File: config.mk
export PLATFORM = sky130hd
export DESIGN_NAME = char_pattern_gen
export DESIGN_NICKNAME = d
export VERILOG_FILES = /design/src/rtl/char_pattern_gen.sv
export SDC_FILE = /design/constraint.sdc
export NUM_CORES = 1
export LEC_CHECK = 0
export ABC_AREA = 1
export BUFFER_PORTS_ARGS = -buffer_cell sky130_fd_sc_hd__buf_4
export CORE_MARGIN = 2
export CORE_UTILIZATION = 42
export DETAILED_ROUTE_END_ITERATION = 7
export HOLD_SLACK_MARGIN = 0.12
export PLACE_DENSITY = 0.76
export SYNTH_ARGS = -nofsm -noshare
export SYNTH_HDL_FRONTEND = slang
export SYNTH_SLANG_ARGS = --single-unit
export TNS_END_PERCENT = 5
File: constraint.sdc
create_clock -name clock -period 1.4 [get_ports clock]
set_input_delay 0.42 -clock clock [delete_from_list [all_inputs] [get_ports clock]]
set_output_delay 0.42 -clock clock [all_outputs]
set_load 0.05 [all_outputs]
File: src/rtl/char_pattern_gen.sv
// ---------------------------------------------------------------------------
// char_pattern_gen
//
// Produces a continuous printable-ASCII test pattern for a UART transmitter.
// Each line is LINE_LEN printable characters from the range FIRST_CHAR..
// LAST_CHAR (wrapping), optionally followed by CR or CR+LF. In ROLL mode
// every line starts one character later than the previous one, which gives
// the classic "barber-pole" look on a terminal. An optional line limit stops
// the generator and raises a sticky done flag.
//
// Ports:
//   clock      - system clock, all logic on posedge
//   reset      - synchronous, active-high
//   enable     - allow generation of new characters
//   out_ready  - downstream can accept a character this cycle
//   out_valid  - out_data holds a character
//   out_data   - character, zero-extended to DATA_W bits
//   col        - column of the current printable character (0..LINE_LEN-1)
//   line_cnt   - number of completed lines (wraps at 2^16)
//   line_done  - one-cycle pulse after the last character of a line is taken
//   done       - sticky, MAX_LINES lines have been completed
// ---------------------------------------------------------------------------
module char_pattern_gen #(
    parameter int         DATA_W     = 12,
    parameter int         LINE_LEN   = 80,
    parameter logic [6:0] FIRST_CHAR = 7'o040,
    parameter logic [6:0] LAST_CHAR  = 7'o176,
    parameter int         EOL_MODE   = 2,
    parameter int         ROLL       = 1,
    parameter int         MAX_LINES  = 0
) (
    input  logic              clock,
    input  logic              reset,
    input  logic              enable,
    input  logic              out_ready,
    output logic              out_valid,
    output logic [DATA_W-1:0] out_data,
    output logic [6:0]        col,
    output logic [15:0]       line_cnt,
    output logic              line_done,
    output logic              done
);

    localparam logic [6:0]  LAST_COL    = 7'(LINE_LEN - 1);
    localparam logic [15:0] LINE_LIMIT  = 16'(MAX_LINES);
    localparam logic [6:0]  CR_CHAR     = 7'o015;
    localparam logic [6:0]  LF_CHAR     = 7'o012;

    typedef enum logic [2:0] {
        S_IDLE,
        S_CHAR,
        S_CR,
        S_LF,
        S_DONE
    } state_t;

    state_t      state_reg;
    // Which part of the line comes next (CHAR, CR or LF). Kept separately
    // from state_reg so that pausing in IDLE does not lose the EOL phase.
    state_t      phase_reg;
    logic [6:0]  ch_reg;
    logic [6:0]  line_start_reg;
    logic [6:0]  col_reg;
    logic [15:0] line_cnt_reg;

    // Position after accepting the character currently on the output
    state_t      phase_next;
    logic [6:0]  ch_next;
    logic [6:0]  line_start_next;
    logic [6:0]  col_next;
    logic [15:0] line_cnt_next;
    logic        new_line;
    logic        limit_hit;
    logic        accept;

    function automatic logic [6:0] wrap(input logic [6:0] x);
        return (x == LAST_CHAR) ? FIRST_CHAR : x + 7'd1;
    endfunction

    function automatic logic [DATA_W-1:0] char_for(input state_t phase,
                                                    input logic [6:0] c);
        logic [6:0] sel;
        case (phase)
            S_CR:    sel = CR_CHAR;
            S_LF:    sel = LF_CHAR;
            default: sel = c;
        endcase
        return DATA_W'(sel);
    endfunction

    assign accept = out_valid & out_ready;

    always_comb begin
        phase_next      = phase_reg;
        ch_next         = ch_reg;
        line_start_next = line_start_reg;
        col_next        = col_reg;
        line_cnt_next   = line_cnt_reg;
        new_line        = 1'b0;

        case (state_reg)
            S_CHAR: begin
                if (col_reg < LAST_COL) begin
                    col_next = col_reg + 7'd1;
                    ch_next  = wrap(ch_reg);
                end else if (EOL_MODE >= 1) begin
                    phase_next = S_CR;
                end else begin
                    new_line = 1'b1;
                end
            end
            S_CR: begin
                if (EOL_MODE == 2) begin
                    phase_next = S_LF;
                end else begin
                    new_line = 1'b1;
                end
            end
            S_LF: begin
                new_line = 1'b1;
            end
            default: begin
            end
        endcase

        if (new_line) begin
            phase_next      = S_CHAR;
            line_start_next = (ROLL != 0) ? wrap(line_start_reg) : FIRST_CHAR;
            ch_next         = line_start_next;
            col_next        = 7'd0;
            line_cnt_next   = line_cnt_reg + 16'd1;
        end

        limit_hit = new_line && (MAX_LINES != 0) && (line_cnt_next == LINE_LIMIT);
    end

    always_ff @(posedge clock) begin
        if (reset) begin
            state_reg      <= S_IDLE;
            phase_reg      <= S_CHAR;
            ch_reg         <= FIRST_CHAR;
            line_start_reg <= FIRST_CHAR;
            col_reg        <= 7'd0;
            line_cnt_reg   <= 16'd0;
            out_valid      <= 1'b0;
            out_data       <= '0;
            line_done      <= 1'b0;
            done           <= 1'b0;
        end else begin
            line_done <= 1'b0;
            case (state_reg)
                S_IDLE: begin
                    if (enable) begin
                        out_valid <= 1'b1;
                        out_data  <= char_for(phase_reg, ch_reg);
                        state_reg <= phase_reg;
                    end
                end
                S_CHAR, S_CR, S_LF: begin
                    // Without an accept everything holds, so a pending
                    // character stays stable even if enable falls.
                    if (accept) begin
                        phase_reg      <= phase_next;
                        ch_reg         <= ch_next;
                        line_start_reg <= line_start_next;
                        col_reg        <= col_next;
                        line_cnt_reg   <= line_cnt_next;
                        line_done      <= new_line;
                        if (limit_hit) begin
                            state_reg <= S_DONE;
                            done      <= 1'b1;
                            out_valid <= 1'b0;
                        end else if (enable) begin
                            state_reg <= phase_next;
                            out_data  <= char_for(phase_next, ch_next);
                        end else begin
                            state_reg <= S_IDLE;
                            out_valid <= 1'b0;
                        end
                    end
                end
                S_DONE: begin
                    out_valid <= 1'b0;
                end
                default: begin
                    state_reg <= S_IDLE;
                    out_valid <= 1'b0;
                end
            endcase
        end
    end

    assign col      = col_reg;
    assign line_cnt = line_cnt_reg;

endmodule

==> flow_summary.json <==
{
  "outcome": "complete, but fails checks",
  "failed_checks": "setup timing",
  "final_nets": 546,
  "die_width_um": 87.64,
  "synth.top_cell.area_share": 0.3543,
  "hold_viol": 0,
  "num_rows": 30,
  "cellPowerDensity_nw_per_um2": 1119,
  "synth_area_leaders": "dfxtp_1 (35%), nand2_1 (11%), a21oi_1 (7.0%)",
  "largest_reg_flops": 16,
  "finalSetupViolations": 26,
  "drv_slew": 0,
  "diodes": 0,
  "fin_skew_ps": 9.532,
  "numCtsBuffers": 5,
  "total_power_mw": 4.659,
  "yosys.area_share.simple": 0.3143,
  "whs_ps": 330.2,
  "start_kind": "flip-flop",
  "clkLatencyLatePin_ps": 310,
  "arrival_ps": 1750,
  "viasPerCell": 5.218,
  "routed_wl_um": 8244,
  "grt_pass1_wl_um": 13250,
  "area_growth_pct": 41.69,
  "synth_area_per_cell_um2": 6.754,
  "synthFlopType": "dfxtp_1",
  "crit_path_end_kind": "flip-flop",
  "clockBufferDepth": 2,
  "async_flop_share": 0,
  "grt-ovfl-total": 0,
  "antenna_found_initial": 0,
  "clockRootBuffer": "clkbuf_8",
  "fmax_ghz": 0.6429,
  "yosys_warnings": 0,
  "crit_type": "reg -> reg",
  "vias": 3303,
  "drc": 0,
  "synth_xor_area_frac": 0.03279,
  "io_pins": 42,
  "yosys.area_share.adder": 0.02555,
  "die_h_um": 87.64,
  "rsz0062_at_grt": "true",
  "leakagePower_nw": 1.836,
  "wl_per_cell_um": 13.02,
  "design_area_um2": 4163,
  "crit_fanout": 6,
  "yosysTopAreaCell": "dfxtp_1",
  "grtUsageTotal": 0.2120,
  "cts_htree_levels": 2,
  "drt_iter0_drc": 179,
  "grt_max_degree": 24,
  "synth_compound_area_frac": 0.1704,
  "start_util": 0.4324,
  "hpwl_um": 5938,
  "pre_cts_ws_ps": -196.9,
  "required_ps": 1590,
  "synth-seq-cells": 52,
  "syn_area_um2": 2938,
  "antenna_left": 0,
  "place_area_um2": 3809,
  "grt_pass1_vias": 3060,
  "synth_common_cells": "nand2_1 (90), dfxtp_1 (52), inv_1 (47), nor2_1 (47), a21oi_1 (41)",
  "coreArea_um2": 6794,
  "synth.most_common_cell": "nand2_1",
  "fill_cells": 579,
  "gp_congestion": 0.8789,
  "fin_ws_ps": -155.5,
  "cts.clk_slew.worst_paths_ps": 90,
  "ys_types": 40,
  "fin_crit_sh": 1.111,
  "synth_edf_count": 0,
  "cts.sinks": 52,
  "cap_violations": 0,
  "dieArea_um2": 7680,
  "ys_seq_area_frac": 0.3543,
  "port_buffers": 35,
  "hold_path_class": "in -> reg",
  "drive_gt1_frac": 0.3780,
  "final.min_clock_period_ps": 1555,
  "peakVddDrop_mv": 1.033,
  "synth_top_family_by_area": "simple AND/OR/NAND/NOR gates",
  "drt_first_pass_iters": 5,
  "netlist_instances": 435,
  "muxShareOfSynthArea": 0,
  "cts_tree": "built"
}
power by group:
part	total (mW)	internal [mW]	switching (mW)
sequential	1.74	1.63	0.112
combinational	1.97	0.715	1.25
clock	0.953	0.453	0.500
layout by cell type, fill, tap and decap left out, types with 3 or more instances in the layout:
master	count
inv_2	12
conb_1	6
o21ai_0	8
nand4_1	14
nand3_1	25
nand2_4	3
o21ai_1	21
dfxtp_4	6
dfxtp_2	19
dfxtp_1	27
inv_1	45
o21ai_2	4
clkbuf_8	7
a21oi_2	7
nor2_2	4
o22ai_1	5
buf_6	8
nor2_4	7
nor3_1	4
nor2_1	41
xor2_1	9
nand2_2	15
nand3_2	5
ha_1	5
buf_4	90
nand2_1	75
a21oi_1	34
kinds of logic after synthesis:
group | Yosys count
simple gates | 203
compound gates | 90
buf+inv | 72
flops | 52
xor+xnor | 11
fa+ha+maj | 6
other cells | 1
timing repair:
| item | 4_1_cts | 5_1_grt |
|---|---|---|
| gates cloned | 0 | 0 |
| setup buffers | 4 | 1 |
| pin swaps | 6 | 11 |
| hold buffers | 0 | 0 |
| resized for setup | 36 | 36 |
| setup endpoints to repair | 34 | 52 |
metal layers:
layer | vias up | track usage | wire length [um] | share of wire
li1 | 1630 | - | - | -
met1 | 1518 | 0.2740 | 3624 | 0.44
met2 | 125 | 0.3629 | 4012 | 0.49
met3 | 30 | 0.02828 | 406 | 0.049
met4 | 0 | 0.07273 | 200 | 0.024
met5 | - | 0 | 0 | 0
stage by stage:
stage	util	instances	TNS, ps
2_1_floorplan	-	440	-661.7
3_3_place_gp	0.5606	620	-1579
3_5_place_dp	0.5606	620	-2703
4_1_cts	0.5948	632	-1420
5_1_grt	0.6127	633	-5061
6_report	0.6127	633	-1888
worst max-delay path, stage by stage, from the launching register on:
cell and delay (ps):
dfxtp_2 410, ha_1 170, inv_1 40, nor2_1 120, nand2_1 120, buf_4 160
nand4_1 90, nand3_1 100, nand2_1 70, nand2_1 50, nand2_1 50, a21oi_1 50
final timing paths:
check	start	to	slack, ps	cells past startpoint
max	ch_reg[1]	out_data[1]	-160	11
min	reset	col[6]	330	2
max reg2reg	ch_reg[1]	out_data[1]	-160	11
min reg2reg	out_data[1]	out_data[1]	470	2
final cells by class:
class                   instances  area, um^2  share of cell area
clock buffers                   8       100.1             0.02405
inverters                      60       230.2             0.05531
well taps                      96       120.1             0.02885
repair buffers                101       815.8              0.1960
flip-flops and latches         52        1087              0.2612
multi-input cells             316        1809              0.4346
No activity file was read; power rests on OpenSTA's default activity.
